File: src/rtl/dkong_input_pkg.sv
// Shared definitions for the Donkey Kong player-input stage.
// Contents: PS/2 scancodes, joystick bit indices, coin FSM states and the key flag struct.
// Used by dkong_input_ctrl and dkong_coin_pulser; defines no logic of its own.
package dkong_input_pkg;

  // PS/2 set-2 scancodes (low byte; bit 8 of ps2_key is the E0 prefix)
  localparam logic [7:0] SC_UP    = 8'h75;
  localparam logic [7:0] SC_DOWN  = 8'h72;
  localparam logic [7:0] SC_LEFT  = 8'h6B;
  localparam logic [7:0] SC_RIGHT = 8'h74;
  localparam logic [7:0] SC_SPACE = 8'h29;
  localparam logic [7:0] SC_CTRL  = 8'h14;
  localparam logic [7:0] SC_F1    = 8'h05;
  localparam logic [7:0] SC_1     = 8'h16;
  localparam logic [7:0] SC_F2    = 8'h06;
  localparam logic [7:0] SC_2     = 8'h1E;
  localparam logic [7:0] SC_5     = 8'h2E;

  // MiSTer joystick bit map
  localparam int JB_RIGHT  = 0;
  localparam int JB_LEFT   = 1;
  localparam int JB_DOWN   = 2;
  localparam int JB_UP     = 3;
  localparam int JB_JUMP   = 4;
  localparam int JB_COIN   = 5;
  localparam int JB_START1 = 6;
  localparam int JB_START2 = 7;

  typedef enum logic [1:0] {
    IDLE  = 2'd0,
    PULSE = 2'd1,
    GAP   = 2'd2
  } coin_state_e;

  // One flag per physical key so partner keys never clear each other
  typedef struct packed {
    logic up;
    logic down;
    logic left;
    logic right;
    logic space;
    logic ctrl;
    logic f1;
    logic one;
    logic f2;
    logic two;
    logic five;
  } key_flags_t;

endpackage

File: src/rtl/dkong_coin_pulser.sv
// Shapes coin requests into fixed-width active-low coin-mech pulses with a forced gap.
// Ports: clk_sys/reset, req (level), o_coin_n (registered), coin_count (pulses issued, wraps).
// Latency: pulse starts one cycle after the req rising edge is seen; one extra edge is queued, more are dropped.
module dkong_coin_pulser
  import dkong_input_pkg::*;
#(
  parameter int COIN_PULSE = 1228800,
  parameter int COIN_GAP   = 1228800,
  parameter int CNT_W      = 21
) (
  input  logic             clk_sys,
  input  logic             reset,
  input  logic             req,
  output logic             o_coin_n,
  output logic [7:0]       coin_count
);

  localparam logic [CNT_W-1:0] PULSE_LD = CNT_W'(COIN_PULSE - 1);
  localparam logic [CNT_W-1:0] GAP_LD   = CNT_W'(COIN_GAP - 1);

  coin_state_e      state_q, state_d;
  logic [CNT_W-1:0] cnt_q, cnt_d;
  logic             pend_q, pend_d;
  logic [7:0]       count_q, count_d;
  logic             req_q;
  logic             coin_n_q, coin_n_d;
  logic             req_rise;

  assign req_rise = req & ~req_q;

  // State register
  always_ff @(posedge clk_sys) begin
    if (reset) begin
      state_q  <= IDLE;
      cnt_q    <= '0;
      pend_q   <= 1'b0;
      count_q  <= '0;
      req_q    <= 1'b0;
      coin_n_q <= 1'b1;
    end else begin
      state_q  <= state_d;
      cnt_q    <= cnt_d;
      pend_q   <= pend_d;
      count_q  <= count_d;
      req_q    <= req;
      coin_n_q <= coin_n_d;
    end
  end

  // Next state
  always_comb begin
    state_d = state_q;
    cnt_d   = cnt_q;
    pend_d  = pend_q;
    count_d = count_q;
    case (state_q)
      IDLE: begin
        if (req_rise) begin
          state_d = PULSE;
          cnt_d   = PULSE_LD;
          count_d = count_q + 8'd1;
        end
      end
      PULSE: begin
        if (req_rise) pend_d = 1'b1;
        if (cnt_q == '0) begin
          state_d = GAP;
          cnt_d   = GAP_LD;
        end else begin
          cnt_d = cnt_q - CNT_W'(1);
        end
      end
      GAP: begin
        if (cnt_q == '0) begin
          // An edge landing on the last gap cycle is honoured like a queued one
          if (pend_q || req_rise) begin
            pend_d  = 1'b0;
            state_d = PULSE;
            cnt_d   = PULSE_LD;
            count_d = count_q + 8'd1;
          end else begin
            state_d = IDLE;
          end
        end else begin
          cnt_d = cnt_q - CNT_W'(1);
          if (req_rise) pend_d = 1'b1;
        end
      end
      default: state_d = IDLE;
    endcase
  end

  // Output: registered from the current state, so low exactly while state_q was PULSE
  always_comb begin
    coin_n_d = (state_q != PULSE);
  end

  assign o_coin_n   = coin_n_q;
  assign coin_count = count_q;

endmodule

File: src/rtl/dkong_input_ctrl.sv
// Player-input conditioning: PS/2 key decode, joystick merge, orientation remap, coin pulse shaping.
// Ports: clk_sys/reset, ps2_key, joystick_0/1, rotate, coin_on_start -> active-low o_*_n controls, coin_count.
// Latency: inputs registered at edge k, outputs registered at k+1 (rotate acts on the next edge); no backpressure.
module dkong_input_ctrl
  import dkong_input_pkg::*;
#(
  parameter int COIN_PULSE = 1228800,
  parameter int COIN_GAP   = 1228800,
  parameter int CNT_W      = 21
) (
  input  logic        clk_sys,
  input  logic        reset,
  input  logic [10:0] ps2_key,
  input  logic [15:0] joystick_0,
  input  logic [15:0] joystick_1,
  input  logic        rotate,
  input  logic        coin_on_start,
  output logic        o_up_n,
  output logic        o_down_n,
  output logic        o_left_n,
  output logic        o_right_n,
  output logic        o_jump_n,
  output logic        o_start1_n,
  output logic        o_start2_n,
  output logic        o_coin_n,
  output logic [7:0]  coin_count
);

  logic       toggle_q;
  key_flags_t keys_q, keys_d;
  logic [7:0] joy_q;
  logic [6:0] ctl_n_q, ctl_n_d;   // {up, down, left, right, jump, start1, start2}
  logic       ps2_evt, pressed, ext;
  logic       up, down, left, right, jump, start1, start2;
  logic       coin_req;
  logic       unused_joy_hi;

  assign unused_joy_hi = ^{joystick_0[15:8], joystick_1[15:8]};

  assign ps2_evt = ps2_key[10] ^ toggle_q;
  assign pressed = ps2_key[9];
  assign ext     = ps2_key[8];

  // Key decode: arrows ignore the E0 prefix, everything else must be unprefixed
  always_comb begin
    keys_d = keys_q;
    if (ps2_evt) begin
      case (ps2_key[7:0])
        SC_UP:    keys_d.up    = pressed;
        SC_DOWN:  keys_d.down  = pressed;
        SC_LEFT:  keys_d.left  = pressed;
        SC_RIGHT: keys_d.right = pressed;
        SC_SPACE: if (!ext) keys_d.space = pressed;
        SC_CTRL:  if (!ext) keys_d.ctrl  = pressed;
        SC_F1:    if (!ext) keys_d.f1    = pressed;
        SC_1:     if (!ext) keys_d.one   = pressed;
        SC_F2:    if (!ext) keys_d.f2    = pressed;
        SC_2:     if (!ext) keys_d.two   = pressed;
        SC_5:     if (!ext) keys_d.five  = pressed;
        default:  ;
      endcase
    end
  end

  // Merge and remap from registered inputs; rotate is taken live
  always_comb begin
    if (rotate) begin
      up    = keys_q.left  | joy_q[JB_LEFT];
      down  = keys_q.right | joy_q[JB_RIGHT];
      left  = keys_q.down  | joy_q[JB_DOWN];
      right = keys_q.up    | joy_q[JB_UP];
    end else begin
      up    = keys_q.up    | joy_q[JB_UP];
      down  = keys_q.down  | joy_q[JB_DOWN];
      left  = keys_q.left  | joy_q[JB_LEFT];
      right = keys_q.right | joy_q[JB_RIGHT];
    end
    jump     = keys_q.space | keys_q.ctrl | joy_q[JB_JUMP];
    start1   = keys_q.f1    | keys_q.one  | joy_q[JB_START1];
    start2   = keys_q.f2    | keys_q.two  | joy_q[JB_START2];
    coin_req = keys_q.five | joy_q[JB_COIN] | (coin_on_start & (start1 | start2));
    ctl_n_d  = ~{up, down, left, right, jump, start1, start2};
  end

  always_ff @(posedge clk_sys) begin
    if (reset) begin
      toggle_q <= ps2_key[10];   // track the toggle so reset exit is not an event
      keys_q   <= '0;
      joy_q    <= '0;
      ctl_n_q  <= '1;
    end else begin
      toggle_q <= ps2_key[10];
      keys_q   <= keys_d;
      joy_q    <= joystick_0[7:0] | joystick_1[7:0];
      ctl_n_q  <= ctl_n_d;
    end
  end

  dkong_coin_pulser #(
    .COIN_PULSE (COIN_PULSE),
    .COIN_GAP   (COIN_GAP),
    .CNT_W      (CNT_W)
  ) u_coin (
    .clk_sys    (clk_sys),
    .reset      (reset),
    .req        (coin_req),
    .o_coin_n   (o_coin_n),
    .coin_count (coin_count)
  );

  assign {o_up_n, o_down_n, o_left_n, o_right_n, o_jump_n, o_start1_n, o_start2_n} = ctl_n_q;

endmodule
File: config.mk
export PLATFORM = sky130hd
export DESIGN_NAME = dkong_input_ctrl
export DESIGN_NICKNAME = d
export VERILOG_FILES = /design/src/rtl/dkong_input_pkg.sv /design/src/rtl/dkong_coin_pulser.sv /design/src/rtl/dkong_input_ctrl.sv
export SDC_FILE = /design/constraint.sdc
export NUM_CORES = 1
export LEC_CHECK = 0
export ABC_AREA = 1
export ABC_CLOCK_PERIOD_IN_PS = 1600
export CORE_ASPECT_RATIO = 1.5
export CORE_MARGIN = 2
export CORE_UTILIZATION = 47
export CTS_BUF_LIST = sky130_fd_sc_hd__clkbuf_16
export DETAILED_ROUTE_END_ITERATION = 10
export PLACE_DENSITY = 0.81
export SLEW_MARGIN = 25
export SYNTH_ARGS = -nofsm -noshare
export SYNTH_HDL_FRONTEND = slang
export SYNTH_SLANG_ARGS = --single-unit
export TNS_END_PERCENT = 20
File: constraint.sdc
create_clock -name clk_sys -period 1.6 [get_ports clk_sys]
set_input_delay 0.24 -clock clk_sys [delete_from_list [all_inputs] [get_ports clk_sys]]
set_output_delay 0.24 -clock clk_sys [all_outputs]
set_load 0.02 [all_outputs]
== After elaboration in Yosys (flattened, before gate mapping) ==
Index checks and enable logic that the tools add are counted.
Word-level totals
  bits in registers: 61
  bits of input ports: 47
  output and inout bits: 16
  word-level logic and storage cells: 104
Cells by class
  $add $sub $neg: 2
  equal/unequal tests: 19
  mux-type cells: 22
  bitwise logic cells: 20
  reduce and logical (&&, ||, !) cells: 21
Operators by type and width (count)
  $mux W21: 4
  $pmux W21 S3: 1
  $eq A8 B7 Y1 const B: 4
  $reduce_and A3 Y1: 9
  $eq A8 B5 Y1 const B: 3
  $mux W8: 3
  $logic_not A21 Y1: 1
  $sub A21 B1 Y21 const B: 1
  $eq A8 B3 Y1 const B: 2
  $eq A8 B6 Y1 const B: 2
  $pmux W8 S2: 1
  $or A1 B1 Y1: 13
  $ne A2 B1 Y1 const B: 5
  $reduce_and A2 Y1: 5
  $add A8 B1 Y8 const B: 1
  $mux W1: 8
  $or A8 B8 Y8: 1
  $not A7 Y7: 1
  $mux W2: 3
  $pmux W2 S3: 1
  $reduce_and A4 Y1: 1
  $reduce_bool A2 Y1: 2
  $ne A3 B3 Y1 const B: 1
  $reduce_bool A3 Y1: 1
  8 further kinds: 10

== Depth between registers and ports, before layout ==
Gate-level depths: netlist of the first run.
  word-level depth: 10
  gate-level depth with buffers: 13
  mapped depth without buffers: 12

== Modules after synthesis ==
A second synthesis of the first run with hierarchy kept.
Unflattened totals
  cells, all modules: 520
  area, all modules: 3388.2 um^2
Modules (own cells, without submodules)
  dkong_coin_pulser: times used 1, cells each 338, area an instance 2194.6 um^2, sequential area each 680.7 um^2
  dkong_input_ctrl: times used 1, cells each 182, area an instance 1193.6 um^2, sequential area each 540.5 um^2

== Least setup slack after synthesis of the first run ==
OpenSTA, ideal clock, no wires.
  path kind: register to register
  start: register u_coin.state_q[0]
  end: register u_coin.cnt_q[17]
  setup time: 113 ps
  data arrival time: 1450 ps
  required time: 1487 ps
  setup slack: 37 ps
  cell stages (with the launch flop): 12
  buffers on the path: 2
  clock period less this slack: 1563 ps
  cells stage by stage: dfxtp_1 inv_1 ha_1 clkbuf_1 nand4_1 clkinv_1 nand3_4 nand2_4 buf_6 nand2_1 nand2_1 nor2_1
Between the ends
  word-level cells in the longest chain between the ends: 3
  elaborated cells between the ends (all ways): 8
  those cells by class: 4 x eq/ne; 1 x mux; 3 x reduce/logical
Ends and longest elaborated chain
  from (decl): line dkong_coin_pulser.sv:21  | coin_state_e state_q, state_d;
  from (signal assigned): line dkong_coin_pulser.sv:41  | state_q <= state_d;
  $eq A2 B2 Y1, or another cell as far along: line dkong_coin_pulser.sv:56  | case (state_q)
  $ne A3 B3 Y1 (no line), or another cell as far along
  $reduce_and A3 Y1 (no line)
  to (signal assigned): line dkong_coin_pulser.sv:42  | cnt_q <= cnt_d;
  to (decl): line dkong_coin_pulser.sv:22  | logic [CNT_W-1:0] cnt_q, cnt_d;
Several ways; a longest one is shown, not always the timed one.
A chain may end at the register's enable or synchronous reset.

== Worst setup path in the final report of the first run ==
  start: register u_coin.cnt_q[6]
  end: register u_coin.count_q[2] (netlist: u_coin.coin_count[2])
Between the ends
  word-level cells in the longest chain between the ends: 3
Ends and longest elaborated chain
  $logic_not A21 Y1: line dkong_coin_pulser.sv:74  | if (cnt_q == '0) begin
  $ne A2 B1 Y1 (no line)
  $reduce_and A4 Y1 (no line)
  to (signal assigned): line dkong_coin_pulser.sv:44  | count_q <= count_d;
  to (decl): line dkong_coin_pulser.sv:24  | logic [7:0] count_q, count_d;
Every way passes these cells.

==> key figures, run 1 <==
Run status
  • Status: complete, but fails checks
  • Violated checks: setup timing

STA
  • RSZ-0062 raised after global routing: yes
  • Hold WS: 408 ps
  • F_max: 585 MHz
  • Final Hold Fails: 0
  • Worst slew pin tran: 369 ps
  • Skew final: 12.0 ps
  • Slew HR: 0.753
  • Max-slew violations: 0
  • Final Cycle Share: 1.07
  • Final worst path period need: 1710 ps
  • Setup violators final: 30
  • Final setup margin: -110 ps

Clock network
  • # H-tree levels: 3
  • Clk pin slew, worst setup/hold paths: 50 ps
  • Clock latency on the worst-skew pair: 340 ps
  • TritonCTS clock tree: yes
  • Clock root cell: clkbuf_16
  • Post-cts hold buffer count: 0
  • Clock sinks: 61
  • Clk buf depth: 2
  • CTS Buf Count: 9

Yosys
  • Dominant cell type by area after synthesis: dfxtp_1
  • Main combinational cell family by area after synthesis: simple AND/OR/NAND/NOR gates
  • Async set-reset flop share out of synthesis: 0
  • Top cell type's share of synthesized area: 0.372
  • Avg Inst Size Synth: 6.80 sq um
  • XOR/XNOR Fraction of Synth Area: 0.0213
  • Synth Instances: 483
  • Seq/Total Area, Yosys: 0.372
  • Synth unique cells: 31
  • Synth Net Count: 537
  • Compound-Gate Fraction of Synth Area: 0.125
  • Mapped cell area: 3280 sq um
  • Main area contributors after synthesis: dfxtp_1 (37%), nand2_1 (10%), nor2_1 (10%)
  • Most used DFF post-synth: dfxtp_1
  • Synthesis warning total: 0
  • Post-synth EDFFs: 0
  • Post-synthesis register bit count: 61
  • Multiplexer area fraction after synthesis: 0
  • Post-Synth Adder-Cell Area: 0.0267
  • Synth top cells by count: nand2_1 (91), nor2_1 (88), dfxtp_1 (61), inv_1 (53), nand3_1 (44)
  • Most common cell in the synthesized netlist: nand2_1
  • Post-synthesis simple-gate area fraction: 0.372

Worst setup path
  • Crit path buf inv count: 1
  • CP max stage delay: 320 ps
  • Critical-path top delay cell: dfxtp_1
  • Crit-path max FO: 8
  • Startpoint Class: flip-flop
  • CP top delay family: simple AND/OR/NAND/NOR gates
  • CP Capture Type: flip-flop
  • WP data required: 1810 ps
  • Arrival time at the worst endpoint: 1920 ps
  • CP Class: flip-flop to flip-flop
  • Crit-path cells: nor2_1 -> nand2_1 -> nor2_1 -> nand3_4 -> a21oi_4 -> buf_4 -> nand3_4 -> nand2_1 -> a21oi_1

Finish
  • # diodes: 0
  • Layout cells sized above 1: 0.242
  • Fillers: 465
  • Layout Cells excl Fill: 686
  • FF/Latch Area: 1220 sq um
  • Multi-input gate area: 1990 sq um
  • Final #Nets: 657
  • Area delta synth->final: 49.6%

Power and ir drop
  • Worst vdd ir: 0.000993 V
  • Reg power frac: 0.235
  • Sw power: 0.00374 W
  • Leak Pwr: 2.21 nW
  • Clock Power Share: 0.211
  • Combinational share of power: 0.554
  • Switching part of the total: 0.426
  • Power per standard cell area: 1790 nW/um^2
  • P_int: 0.00504 W

Routing
  • Uppermost layer routed: met4
  • Vias per cell: 5.66
  • Iter 0 DRT Violations: 371
  • Pre-antenna DRT Iters: 6
  • Metal-1 WL: 3700 microns
  • Post-route ant nets: 0
  • Vias: 3884
  • Met3 wire len: 738 microns
  • WL/cell: 15.8 microns
  • Met2 WL: 5770 microns
  • Residual DRC: 0
  • Drt total wl: 10900 microns

Global route
  • Vias in the first global route: 3887
  • Largest net degree at the start of global routing: 27
  • First-pass GRT wire length: 17200 microns
  • Initial antenna violation count: 0
  • GR Util All Layers: 0.289
  • Gr ovfl total: 0

Die
  • Rows: 37
  • # IOs: 63
  • Die Area: 7680 sq um
  • Die H: 106 microns
  • Die X: 72.2 microns
  • Core area: 6810 sq um
  • Initial core utilization: 0.482

Placement
  • Placed cell count: 660
  • Buffers added on ports: 46
  • Global placement routability congestion: 0.875
  • DP Wirelength: 6400 microns

Flow run
  • Number of max-cap violations: 0

Worst hold path
  • Hold WC Path Type: input pin to flip-flop
==> layout make-up <==
cell class,count,share of cell area
clock inverters,7,0.0117
repair buffers,121,0.225
clock buffers,9,0.0459
flip-flops and latches,61,0.249
inverters,54,0.0418
well taps,78,0.0199
multi-input cells,356,0.406
==> sequential cells by signal (all words and copies together), names as in the netlist <==
register	cells
u_coin.cnt_q	21
keys_q	11
joy_q	8
u_coin.coin_count	8
ctl_n_q	7
u_coin.state_q	2
toggle_q	1
u_coin.o_coin_n	1
u_coin.pend_q	1
u_coin.req_q	1
==> power groups by stage <==
stage | sequential (W) | combinational [W] | clock, W
2_1_floorplan | 0.00206 | 0.00231 | 0
3_3_place_gp | 0.00201 | 0.00372 | 0
3_5_place_dp | 0.00202 | 0.00386 | 0
4_1_cts | 0.00201 | 0.00430 | 0.00186
5_1_grt | 0.00209 | 0.00521 | 0.00193
6_report | 0.00206 | 0.00486 | 0.00185
==> timing repair <==
item | CTS | global route
setup buffers | 5 | 2
endpoints found under the setup margin | 34 | 34
pin swaps | 13 | 17
gates resized for setup | 31 | 33
cloned | 3 | 0
==> path summary, 6_finish.rpt <==
path / from / end / slack (ps) / cells past startpoint
min: ps2_key[10] / toggle_q / 410 / 1
min reg2reg: joy_q[4] / ctl_n_q[2] / 430 / 1
max: u_coin.cnt_q[6] / u_coin.coin_count[2] / -110 / 9
max reg2reg: u_coin.cnt_q[6] / u_coin.coin_count[2] / -110 / 9
==> cells by family (layout without fill, tap and decap cells) <==
family | Yosys count | count (layout)
flip-flops | 61 | 61
XOR/XNOR | 8 | 8
AO/OA/AOI/OAI | 67 | 67
AND/OR/NAND/NOR | 272 | 274
buffers and inverters | 68 | 191
adder cells (fa/ha/maj) | 7 | 7
==> cell usage in the layout (no fill, tap or decap), types with 5 or more instances in the layout <==
| cell | instances |
|---|---|
| nand2_1 | 83 |
| nor2_1 | 78 |
| buf_4 | 66 |
| dfxtp_1 | 58 |
| inv_1 | 50 |
| clkdlybuf4s50_1 | 39 |
| nand3_1 | 38 |
| a21oi_1 | 30 |
| nand4_1 | 24 |
| o21ai_0 | 18 |
| a21oi_2 | 9 |
| clkbuf_16 | 9 |
| nand2_2 | 8 |
| nor3_1 | 8 |
| nand3_2 | 7 |
| nor2_4 | 7 |
| nor2_2 | 7 |
| xor2_1 | 5 |
| o31ai_1 | 5 |
| ha_1 | 5 |
| dlygate4sd2_1 | 5 |
==> worst register-to-register path: stages (launching register included) <==
cell,delay [ps]
dfxtp_1,320
nor2_1,200
nand2_1,140
nor2_1,210
nand3_4,130
a21oi_4,180
buf_4,140
nand3_4,120
nand2_1,90
a21oi_1,70
==> routing by layer <==
metal  vias up  global-route usage
li1       1834                   -
met1      1752               0.278
met2       232               0.517
met3        66              0.0739
met4         0               0.206
met5         -                   0
==> metrics by stage <==
step	TNS [ps]	cell area [sq um]	setup slack, ps	utilization	total power [W]
5_1_grt	-5790	4910	-272	0.722	0.00924
2_1_floorplan	0	3280	37.3	-	0.00437
4_1_cts	-14.4	4780	-10.3	0.702	0.00817
6_report	-2440	4910	-110	0.722	0.00878
3_3_place_gp	-3720	4300	-134	0.632	0.00573
3_5_place_dp	-5460	4300	-195	0.632	0.00588
(Power assumes the default switching activity.)
==> inputs of run 2 (changes only) <==
- HOLD_SLACK_MARGIN: not set -> 0.15
==> results of run 2 <==
Final layout, timing and power as in run 1 (identical DEF).
==> inputs of run 3 (changes only) <==
- SYNTH_HIERARCHICAL: not set -> 1
==> run 3 against run 2 <==
The flow still finishes with violations (setup timing). Flip-flop and latch count is the same. Synthesized cell count increased by 7.7%. Count of clock-buffer cells in the layout stayed put. Register-to-register slack improved by 30 ps. Critical path depth rose by 3. Maximum frequency up 1.8%. Clock power down 12%. Worst hold slack improved by 32 ps. Total power shrank 19%. Utilization down 7.2 points. Final cell count shrank 0.58%. Wire length is 25% lower. Critical path type unchanged.
==> key figures, run 3 <==
Worst setup path
  • Crit-path cells: nor2_4 -> nand2_2 -> o21ai_1 -> nand2_1 -> nand2_2 -> nand2_4 -> nor2_4 -> nand4_4 -> nand2_8 -> inv_8 -> nor2_2 -> nor2_1
  • Crit-path max FO: 8
  • WP data required: 1810 ps
  • CP top delay family: simple AND/OR/NAND/NOR gates
  • Critical-path top delay cell: dfxtp_2
  • CP max stage delay: 330 ps
  • Crit path buf inv count: 1
  • Startpoint Class: flip-flop
  • CP Capture Type: flip-flop
  • CP Class: flip-flop to flip-flop
  • Arrival time at the worst endpoint: 1900 ps

STA
  • Final worst path period need: 1680 ps
  • Slew HR: 0.705
  • Skew final: 6.71 ps
  • Worst slew pin tran: 443 ps
  • Final setup margin: -80.6 ps
  • RSZ-0062 raised after global routing: yes
  • Setup violators final: 21
  • Final Hold Fails: 0
  • F_max: 595 MHz
  • Final Cycle Share: 1.05
  • Setup TNS: -982 ps
  • Max-slew violations: 0

Yosys
  • Most common cell in the synthesized netlist: nand2_1
  • Synth Net Count: 576
  • Mapped cell area: 3390 sq um
  • Avg Inst Size Synth: 6.52 sq um
  • Post-synthesis register bit count: 61
  • Synth unique cells: 32
  • Synth Instances: 520
  • Dominant cell type by area after synthesis: dfxtp_1
  • Most used DFF post-synth: dfxtp_1
  • Synthesis warning total: 6
  • Async set-reset flop share out of synthesis: 0
  • Post-synth EDFFs: 0
  • Synth top cells by count: nand2_1 (132), nor2_1 (119), dfxtp_1 (61), inv_1 (58), a21oi_1 (32)
  • Top cell type's share of synthesized area: 0.360
  • Seq/Total Area, Yosys: 0.360
  • Main area contributors after synthesis: dfxtp_1 (36%), nand2_1 (15%), nor2_1 (13%)

Power and ir drop
  • Sw power: 0.00298 W
  • Clock Power Share: 0.228
  • Reg power frac: 0.305
  • Worst vdd ir: 0.000816 V
  • Switching part of the total: 0.419
  • Power per standard cell area: 1580 nW/um^2
  • Leak Pwr: 2.16 nW
  • Combinational share of power: 0.467
  • P_int: 0.00413 W

Finish
  • Layout cells sized above 1: 0.154
  • Max reg flops: 21
  • Final #Nets: 656
  • Most common cell after layout, fill and taps aside: nand2_1
  • Multi-input gate area: 2000 sq um
  • Top reg by flops: u_coin/cnt_q
  • FF/Latch Area: 1220 sq um
  • Most frequent cells in the layout: nand2_1 (127), nor2_1 (109), inv_1 (60), dfxtp_1 (59), clkdlybuf4s50_1 (41)
  • Top Registers: u_coin/cnt_q x21, keys_q x11
  • # diodes: 0
  • Area delta synth->final: 33.2%
  • Fillers: 550

Global route
  • Gr ovfl total: 0
  • Initial antenna violation count: 0
  • GR Util All Layers: 0.226
  • Vias in the first global route: 3356
  • Largest net degree at the start of global routing: 15
  • First-pass GRT wire length: 14100 microns

Worst hold path
  • Hold WC Path Type: flip-flop to flip-flop

Clock network
  • TritonCTS clock tree: yes
  • Clock root cell: clkbuf_16
  • Post-cts hold buffer count: 0
  • CTS Buf Count: 9
  • Clk buf depth: 2
  • Clk pin slew, worst setup/hold paths: 50 ps
  • Clock latency on the worst-skew pair: 320 ps
  • Clock sinks: 61
  • # H-tree levels: 3

Routing
  • Drt total wl: 8170 microns
  • Pre-antenna DRT Iters: 5
  • Residual DRC: 0
  • WL/cell: 12.0 microns
  • Vias: 3522
  • Post-route ant nets: 0
  • Vias per cell: 5.16
  • Iter 0 DRT Violations: 264

Die
  • Initial core utilization: 0.488
  • # IOs: 63
  • Die X: 73.3 microns
  • Core area: 6940 sq um
  • Die Area: 7920 sq um
  • Rows: 37
  • Die H: 108 microns

Flow run
  • Number of max-cap violations: 0

Run status
  • Violated checks: setup timing
  • Status: complete, but fails checks

Placement
  • Global placement routability congestion: 0.900
  • DP Wirelength: 5660 microns
  • Setup WS pre-CTS: -304 ps
  • Buffers added on ports: 46
==> run 3: cell count changes in the layout (fill, tap and decap cells not counted), sizes merged, moves of 10 or more <==
cell	delta
nor2	+38
inv	+10
nand2	+46
nand3	-19
buf	-43
o21ai	-12
nand4	-13
==> run 3: stage by stage <==
step	std cells	total power (W)	cell area [sq um]	utilization	hold WS, ps
floorplan	520	0.00424	3390	-	268
detailed placement	654	0.00504	4040	0.581	429
finish	682	0.00711	4510	0.650	440
CTS	680	0.00683	4410	0.635	437
global route	682	0.00762	4510	0.650	455
global placement	654	0.00495	4040	0.581	420
==> run 3: power by group through the flow <==
stage / Combinational [W] / Clock, W / Sequential [W]
floorplan: 0.00207 / 0 / 0.00217
global placement: 0.00280 / 0 / 0.00215
detailed placement: 0.00287 / 0 / 0.00217
CTS: 0.00303 / 0.00165 / 0.00215
global route: 0.00370 / 0.00171 / 0.00221
finish: 0.00332 / 0.00162 / 0.00217
==> run 3: logic make-up after synthesis <==
| group | share of synthesized area |
|---|---|
| AO/OA/AOI/OAI | 0.0687 |
| XOR/XNOR | 0.0310 |
| adder cells (fa/ha/maj) | 0.0332 |
| buffers and inverters | 0.0890 |
| flip-flops | 0.360 |
| AND/OR/NAND/NOR | 0.418 |
==> run 3: worst paths after layout <==
kind	cells after the start	endpoint	slack (ps)	startpoint
setup / recovery	12	u_coin/cnt_q[16]	-80	keys_q[3]
hold / removal	1	ctl_n_q[3]	440	joy_q[3]
setup reg to reg	12	u_coin/cnt_q[16]	-80	keys_q[3]
hold reg to reg	1	ctl_n_q[3]	440	joy_q[3]
==> run 3: repair_timing <==
item / 4_1_cts / 5_1_grt
buffers inserted: 9 / 2
pin swaps: 8 / 9
setup endpoints to repair: 24 / 34
resized for setup: 16 / 25
cloned: 2 / 0
==> run 3: worst reg2reg max path: cells and delay by family (launching register included) <==
kind,cells,cell delay (ps)
AO/OA/AOI/OAI,1,130
buffers and inverters,1,60
flip-flops,1,330
AND/OR/NAND/NOR,10,1060
==> run 3: metal layers <==
layer  wire [microns]  part of all wire  track usage
met1             3160              0.39        0.248
met5                0                 0            0
met3              460             0.056       0.0531
met4              280             0.034        0.139
met2             4260              0.52        0.384
==> run 3: layout make-up <==
cell class / instances / share of cell area
multi-input cells: 389 / 0.442
flip-flops and latches: 61 / 0.271
repair buffers: 77 / 0.156
inverters: 62 / 0.0538
clock buffers: 9 / 0.0499
well taps: 78 / 0.0216
clock inverters: 6 / 0.00554
